## src/rtl/mem_arbiter_if.sv

```systemverilog
// Simple request/grant memory bus shared by the fetch port, the load/store port and the RAM port.
//   master modport : initiator side, drives req/we/be/addr/wdata, receives gnt/rvalid/rdata
//   slave  modport : target side, the mirror image of master
// One transaction is in flight per port. gnt accepts the request in the cycle it is asserted;
// rvalid returns read data or a write ack in a later cycle.
interface mem_arbiter_if #(
  parameter int unsigned ADDR_W = 32,
  parameter int unsigned DATA_W = 32
) ();
  logic                  req;
  logic                  we;
  logic [DATA_W/8-1:0]   be;
  logic [ADDR_W-1:0]     addr;
  logic [DATA_W-1:0]     wdata;
  logic                  gnt;
  logic                  rvalid;
  logic [DATA_W-1:0]     rdata;

  modport master (
    output req, we, be, addr, wdata,
    input  gnt, rvalid, rdata
  );

  modport slave (
    input  req, we, be, addr, wdata,
    output gnt, rvalid, rdata
  );
endinterface

```

## src/rtl/mem_arbiter.sv

```systemverilog
// Two-master, one-slave memory arbiter: instruction fetch (read-only) and load/store share one
// RAM port. Load/store has fixed priority; fetch is forced through after STARVE_MAX consecutive
// load/store grants while it waits. One transaction is outstanding at a time, but a new one may
// issue in the same cycle the previous response returns.
//   clk         : system clock, rising edge
//   rst         : asynchronous active-low reset; all outputs are forced to 0 while low
//   if_port     : fetch port (slave side); we/be/wdata are not used
//   ls_port     : load/store port (slave side)
//   mem_port    : RAM port (master side)
//   hold_flag_o : fetch is requesting but not granted this cycle
module mem_arbiter #(
  parameter int unsigned ADDR_W     = 32,
  parameter int unsigned DATA_W     = 32,
  parameter int unsigned STARVE_MAX = 4
) (
  input  logic                clk,
  input  logic                rst,
  mem_arbiter_if.slave        if_port,
  mem_arbiter_if.slave        ls_port,
  mem_arbiter_if.master       mem_port,
  output logic                hold_flag_o
);

  localparam logic [3:0] StarveMax = 4'(STARVE_MAX);

  typedef enum logic {StIdle, StWaitRsp} state_e;
  typedef enum logic {OwnIf, OwnLs} owner_e;

  state_e     state_q, state_d;
  owner_e     owner_q, owner_d;
  logic       store_q, store_d;
  logic [3:0] starve_q, starve_d;

  logic rsp_done;
  logic issue_ok;
  logic sel_if, sel_ls;
  logic handshake;

  // The fetch port never writes.
  logic unused_if_wr;
  assign unused_if_wr = ^{if_port.we, if_port.be, if_port.wdata};

  always_comb begin
    // Defaults
    state_d          = state_q;
    owner_d          = owner_q;
    store_d          = store_q;
    starve_d         = starve_q;
    rsp_done         = 1'b0;
    issue_ok         = 1'b0;
    sel_if           = 1'b0;
    sel_ls           = 1'b0;
    handshake        = 1'b0;
    mem_port.req     = 1'b0;
    mem_port.we      = 1'b0;
    mem_port.be      = '0;
    mem_port.addr    = '0;
    mem_port.wdata   = '0;
    if_port.gnt      = 1'b0;
    if_port.rvalid   = 1'b0;
    if_port.rdata    = '0;
    ls_port.gnt      = 1'b0;
    ls_port.rvalid   = 1'b0;
    ls_port.rdata    = '0;
    hold_flag_o      = 1'b0;

    // Outputs are held at zero for the whole reset interval, not just after the edge.
    if (rst) begin
      rsp_done = (state_q == StWaitRsp) && mem_port.rvalid;
      issue_ok = (state_q == StIdle) || rsp_done;

      // Fetch wins only once load/store has used up its allowance of consecutive grants.
      sel_ls = issue_ok && ls_port.req && !(if_port.req && (starve_q == StarveMax));
      sel_if = issue_ok && if_port.req && !sel_ls;

      if (sel_ls) begin
        mem_port.req   = 1'b1;
        mem_port.we    = ls_port.we;
        mem_port.be    = ls_port.be;
        mem_port.addr  = ls_port.addr;
        mem_port.wdata = ls_port.wdata;
      end else if (sel_if) begin
        mem_port.req   = 1'b1;
        mem_port.be    = '1;
        mem_port.addr  = if_port.addr;
      end

      if_port.gnt = sel_if && mem_port.gnt;
      ls_port.gnt = sel_ls && mem_port.gnt;
      handshake   = mem_port.req && mem_port.gnt;

      // Routing uses the registered owner, so a same-cycle new grant cannot steal this response.
      if (rsp_done) begin
        if (owner_q == OwnIf) begin
          if_port.rvalid = 1'b1;
          if_port.rdata  = mem_port.rdata;
        end else begin
          ls_port.rvalid = 1'b1;
          ls_port.rdata  = store_q ? '0 : mem_port.rdata;
        end
      end

      hold_flag_o = if_port.req && !if_port.gnt;

      if (handshake) begin
        state_d = StWaitRsp;
        owner_d = sel_ls ? OwnLs : OwnIf;
        store_d = sel_ls && ls_port.we;
      end else if (rsp_done) begin
        state_d = StIdle;
      end

      if (!if_port.req || (handshake && sel_if)) begin
        starve_d = '0;
      end else if (handshake && sel_ls && (starve_q < StarveMax)) begin
        starve_d = starve_q + 4'd1;
      end
    end
  end

  always_ff @(posedge clk or negedge rst) begin
    if (!rst) begin
      state_q  <= StIdle;
      owner_q  <= OwnIf;
      store_q  <= 1'b0;
      starve_q <= '0;
    end else begin
      state_q  <= state_d;
      owner_q  <= owner_d;
      store_q  <= store_d;
      starve_q <= starve_d;
    end
  end

endmodule

```

## src/flat_wrapper.sv

```systemverilog
// flat-port wrapper written by rule: the top's interface ports become plain ports
module mem_arbiter_flat 
#(
  parameter int unsigned ADDR_W     = 32,
  parameter int unsigned DATA_W     = 32,
  parameter int unsigned STARVE_MAX = 4
)
  (clk, rst, hold_flag_o, if_port_req, if_port_we, if_port_be, if_port_addr, if_port_wdata, if_port_gnt, if_port_rvalid, if_port_rdata, ls_port_req, ls_port_we, ls_port_be, ls_port_addr, ls_port_wdata, ls_port_gnt, ls_port_rvalid, ls_port_rdata, mem_port_req, mem_port_we, mem_port_be, mem_port_addr, mem_port_wdata, mem_port_gnt, mem_port_rvalid, mem_port_rdata);
  mem_arbiter_if #(.ADDR_W(ADDR_W), .DATA_W(DATA_W)) if_port_i ();
  mem_arbiter_if #(.ADDR_W(ADDR_W), .DATA_W(DATA_W)) ls_port_i ();
  mem_arbiter_if #(.ADDR_W(ADDR_W), .DATA_W(DATA_W)) mem_port_i ();
  input  logic clk;
  input  logic rst;
  output logic hold_flag_o;
  input wire logic [$bits(if_port_i.req)-1:0] if_port_req;
  input wire logic [$bits(if_port_i.we)-1:0] if_port_we;
  input wire logic [$bits(if_port_i.be)-1:0] if_port_be;
  input wire logic [$bits(if_port_i.addr)-1:0] if_port_addr;
  input wire logic [$bits(if_port_i.wdata)-1:0] if_port_wdata;
  output wire logic [$bits(if_port_i.gnt)-1:0] if_port_gnt;
  output wire logic [$bits(if_port_i.rvalid)-1:0] if_port_rvalid;
  output wire logic [$bits(if_port_i.rdata)-1:0] if_port_rdata;
  input wire logic [$bits(ls_port_i.req)-1:0] ls_port_req;
  input wire logic [$bits(ls_port_i.we)-1:0] ls_port_we;
  input wire logic [$bits(ls_port_i.be)-1:0] ls_port_be;
  input wire logic [$bits(ls_port_i.addr)-1:0] ls_port_addr;
  input wire logic [$bits(ls_port_i.wdata)-1:0] ls_port_wdata;
  output wire logic [$bits(ls_port_i.gnt)-1:0] ls_port_gnt;
  output wire logic [$bits(ls_port_i.rvalid)-1:0] ls_port_rvalid;
  output wire logic [$bits(ls_port_i.rdata)-1:0] ls_port_rdata;
  output wire logic [$bits(mem_port_i.req)-1:0] mem_port_req;
  output wire logic [$bits(mem_port_i.we)-1:0] mem_port_we;
  output wire logic [$bits(mem_port_i.be)-1:0] mem_port_be;
  output wire logic [$bits(mem_port_i.addr)-1:0] mem_port_addr;
  output wire logic [$bits(mem_port_i.wdata)-1:0] mem_port_wdata;
  input wire logic [$bits(mem_port_i.gnt)-1:0] mem_port_gnt;
  input wire logic [$bits(mem_port_i.rvalid)-1:0] mem_port_rvalid;
  input wire logic [$bits(mem_port_i.rdata)-1:0] mem_port_rdata;
  assign if_port_i.req = if_port_req;
  assign if_port_i.we = if_port_we;
  assign if_port_i.be = if_port_be;
  assign if_port_i.addr = if_port_addr;
  assign if_port_i.wdata = if_port_wdata;
  assign if_port_gnt = if_port_i.gnt;
  assign if_port_rvalid = if_port_i.rvalid;
  assign if_port_rdata = if_port_i.rdata;
  assign ls_port_i.req = ls_port_req;
  assign ls_port_i.we = ls_port_we;
  assign ls_port_i.be = ls_port_be;
  assign ls_port_i.addr = ls_port_addr;
  assign ls_port_i.wdata = ls_port_wdata;
  assign ls_port_gnt = ls_port_i.gnt;
  assign ls_port_rvalid = ls_port_i.rvalid;
  assign ls_port_rdata = ls_port_i.rdata;
  assign mem_port_req = mem_port_i.req;
  assign mem_port_we = mem_port_i.we;
  assign mem_port_be = mem_port_i.be;
  assign mem_port_addr = mem_port_i.addr;
  assign mem_port_wdata = mem_port_i.wdata;
  assign mem_port_i.gnt = mem_port_gnt;
  assign mem_port_i.rvalid = mem_port_rvalid;
  assign mem_port_i.rdata = mem_port_rdata;
  mem_arbiter #(.ADDR_W(ADDR_W), .DATA_W(DATA_W), .STARVE_MAX(STARVE_MAX)) u_core (.clk(clk), .rst(rst), .if_port(if_port_i), .ls_port(ls_port_i), .mem_port(mem_port_i), .hold_flag_o(hold_flag_o));
endmodule
```

## config.mk

```make
export PLATFORM = sky130hd
export DESIGN_NAME = mem_arbiter_flat
export DESIGN_NICKNAME = d
export VERILOG_FILES = /design/src/rtl/mem_arbiter_if.sv /design/src/rtl/mem_arbiter.sv /design/src/flat_wrapper.sv
export SDC_FILE = /design/constraint.sdc
export NUM_CORES = 1
export LEC_CHECK = 0
export CAP_MARGIN = 30
export CORE_AREA = 2 2 123 125
export DETAILED_ROUTE_END_ITERATION = 8
export DIE_AREA = 0 0 125 127
export PLACE_DENSITY = 0.61
export SLEW_MARGIN = 20
export SYNTH_ARGS = -nofsm -noshare
export SYNTH_HDL_FRONTEND = slang
export SYNTH_SLANG_ARGS = --single-unit
```

## constraint.sdc

```tcl
create_clock -name clk -period 4 [get_ports clk]
set_clock_uncertainty 0.15 [all_clocks]
set_input_delay 1.2 -clock clk [delete_from_list [all_inputs] [get_ports clk]]
set_output_delay 1.2 -clock clk [all_outputs]
set_load 0.05 [all_outputs]
```

==> results of run 1 <==
[per-stage QoR]
| stage | total power [W] | setup slack (ns) | area [um2] | hold WS [ns] | utilization, % |
|---|---|---|---|---|---|
| floorplan | 0.0004465 | 0.1394 | 1562 | 0.3164 | - |
| global placement | 0.0009002 | -0.3380 | 6026 | 0.3471 | 41.78 |
| detailed placement | 0.0009131 | -0.3675 | 6026 | 0.3401 | 41.78 |
| CTS | 0.001141 | 0.01018 | 6481 | 0.3593 | 44.93 |
| global route | 0.001184 | -0.008632 | 6533 | 0.3851 | 45.29 |
| finish | 0.001141 | 0.06432 | 6533 | 0.3603 | 45.29 |
[Yosys cell counts]
cell type   n
nor2b_1     1
and2_4     20
dfrtp_1     7
a31oi_1     2
nor3b_1     1
a221o_1     1
nor3_1      1
nand3_1     1
o21a_4      1
buf_6       6
buf_2       5
nand4bb_1   1
clkbuf_1    7
and2_1     79
ha_1        2
a22o_1     33
nand2_2     1
nor3b_4     1
o211a_1     1
and3_4      1
inv_1       4
o21a_1      5
nand2b_4    1
nand2b_1    1
a32o_1      1
a21boi_0    1
o21ai_0     2
nand2_1     9
nor2_1      4
o211ai_1    2
[path summary, 6_finish.rpt]
path	from	to	slack, ns
min reg2reg	u_core.starve_q[0]$_DFFE_PN0P_	u_core.starve_q[0]$_DFFE_PN0P_	0.36
min	u_core.starve_q[0]$_DFFE_PN0P_	u_core.starve_q[0]$_DFFE_PN0P_	0.36
max	if_port_req	mem_port_addr[15]	0.06
max in group asynchronous	rst	u_core.starve_q[0]$_DFFE_PN0P_	2.61
max reg2reg	u_core.starve_q[1]$_DFFE_PN0P_	u_core.store_q$_DFFE_PN0P_	1.88
min in group asynchronous	rst	u_core.state_q$_DFFE_PN0P_	0.81
[power breakdown]
part | internal (W) | switching [W]
Sequential | 0.0000839 | 0.0000125
Combinational | 0.000468 | 0.000408
Clock | 0.000132 | 0.0000357
[layout make-up]
type                       instances  share of cell area [%]
timing repair buffer             309                   70.01
tap                              184                   3.524
clock buffer                       4                   1.207
inverter                           4                  0.2298
multi-input combinational        175                   22.35
sequential                         7                   2.681
[cells by family (layout without fill, tap and decap cells)]
group | Yosys count | count (layout) | share of synthesized area, %
fa+ha+maj | 2 | 2 | 1.604
flops | 7 | 7 | 11.23
simple gates | 122 | 124 | 51.88
buf+inv | 22 | 317 | 8.580
compound gates | 49 | 49 | 26.70
[per-layer routing]
layer	vias up	share of wire [%]	track usage, %
met2	115	57	27.11
met3	12	4.9	1.843
met1	1257	37	15.99
li1	1289	-	-
met4	0	1.2	1.895
met5	-	0	0
[sequential cells by signal, indices dropped and copies added, names as in the netlist]
name,count
u_core.starve_q,4
u_core.state_q,1
u_core.owner_q,1
u_core.store_q,1
[timing repair]
item                                    CTS  global route
resized for setup                        41             9
pin swaps                                 7             1
gates cloned                              5             0
buffers inserted                          9             4
endpoints found under the hold margin     0             0
hold buffers                              0             0
endpoints found under the setup margin  135            25
==> flow_metrics.py, run 1 <==
metrics = {
    "yosys": {
        "ys_seq_area_share_pct": 11.23,
        "ys.warnings.count": 0,
        "ys_ff_latch": 7,
        "syn_nets": 380,
        "syn_inst": 202,
        "netlist_area_um2": 1560,
        "synth_top_area_share_pct": 31.68,
        "avgSynthCellArea_um2": 7.724,
        "yosys.area.top_type": "and2_1",
        "synthTopCellsByArea": "and2_1 32%, a22o_1 19%, and2_4 11%, dfrtp_1 11%, buf_6 4.3%",
        "synth_cell_type_count": 30,
    },
    "clocking": {
        "cts_buffers": 3,
        "clk_pin_slew_ns": 0.04,
        "worst_skew_pair.late_latency_ns": 0.23,
        "h-tree-depth": 1,
        "root_buffer": "clkbuf_16",
        "cts_tree": "built",
        "max-clock-path-buffers": 2,
        "cts_num_sinks": 7,
    },
    "floorplan": {
        "start_util_pct": 10.82,
        "core_area_um2": 14420,
        "dieHeight_um": 127,
        "die_w_um": 125,
        "pin_count": 315,
        "die-area_um2": 15880,
        "rows": 44,
    },
    "sta": {
        "setup_viol": 0,
        "max_slew_margin_pct": 73.89,
        "tightest_slew_ns": 0.3908,
        "hold_violations": 0,
        "period_share_pct": 98.39,
        "setup_tns_ns": 0,
        "slew_viol_final": 0,
        "min_period_ns": 3.936,
        "fmax_mhz": 254.1,
    },
    "critical_path": {
        "worstPathArrival_ns": 2.59,
        "cp-start-kind": "input pin",
        "critPathTopFamily": "buffers and inverters",
        "critical_path_cell_count": 9,
        "cpMostUsedCell": "buf_12",
        "crit_chain": "buf_6 > nand2_4 > o21a_4 > nor3b_4 > buf_12 > buf_12 > buf_16 > a22o_1 > buf_12",
        "cpPeakStageDelay_ns": 0.30,
        "rr_worst_depth": 8,
        "endpoint_kind": "output pin",
        "crit_type": "in -> out",
        "slowest_stage": "nor3b_4",
        "critical_path_buf_inv_count": 5,
        "cp_max_fo": 8,
        "critical_path_required_ns": 2.65,
    },
    "hold_path": {
        "worstHoldPathCells": 1,
        "hp-class": "reg -> reg",
    },
    "routing": {
        "first_iter_violations": 87,
        "drtAntennaViolNets": 0,
        "wl_per_cell_um": 17.19,
        "wirelength_mm": 11.74,
        "via_count": 2673,
        "avgViaCountPerCell": 3.914,
        "drc": 0,
        "dr.pass1.iters": 4,
    },
    "flow_run": {
        "cap_violations": 0,
    },
    "place": {
        "io_buffers": 277,
        "gp_congestion": 0.8693,
        "dpl.hpwl_mm": 8.972,
        "placed_cells": 663,
    },
    "global_route": {
        "track_usage_pct": 13.71,
        "overflow": 0,
        "grt_pass1_vias": 2837,
        "grt_first_pass_wirelength_mm": 17.36,
        "grt_max_degree": 34,
        "antenna_found_initial": 0,
    },
    "status": {
        "outcome": "completed",
    },
    "final_layout": {
        "final_cell_mix": "148 x buf_12, 134 x clkdlybuf4s50_1, 79 x and2_1",
        "fillCellCount": 1309,
        "layout.nets": 678,
        "drive_above_1_share_pct": 45.49,
        "multi_input_area_um2": 1460,
        "layout_commonest_cell": "buf_12",
        "final_cells": 683,
        "regArea_um2": 175.2,
        "antenna_cells": 0,
        "area_growth_pct": 318.7,
    },
    "pwr": {
        "power_density_nw_per_um2": 174.6,
        "ir_worst_vdd_mv": 0.2759,
        "p_leak_nw": 2.733,
    },
}
Note: power is estimated with default switching activity, not from simulation.
==> run 2, diff against run 1 <==
--- a/config.mk
+++ b/config.mk
@@ -10,7 +10,7 @@
 export DETAILED_ROUTE_END_ITERATION = 8
 export DIE_AREA = 0 0 125 127
 export PLACE_DENSITY = 0.61
-export SLEW_MARGIN = 20
+export SLEW_MARGIN = 0
 export SYNTH_ARGS = -nofsm -noshare
 export SYNTH_HDL_FRONTEND = slang
 export SYNTH_SLANG_ARGS = --single-unit
==> results of run 2 <==
The final DEF is identical to that of run 1; final timing and power are the same.
==> run 3, diff against run 2 <==
--- a/config.mk
+++ b/config.mk
@@ -10,7 +10,6 @@
 export DETAILED_ROUTE_END_ITERATION = 8
 export DIE_AREA = 0 0 125 127
 export PLACE_DENSITY = 0.61
-export SLEW_MARGIN = 0
 export SYNTH_ARGS = -nofsm -noshare
 export SYNTH_HDL_FRONTEND = slang
 export SYNTH_SLANG_ARGS = --single-unit
==> results of run 3 <==
The final DEF is identical to that of run 1; final timing and power are the same.
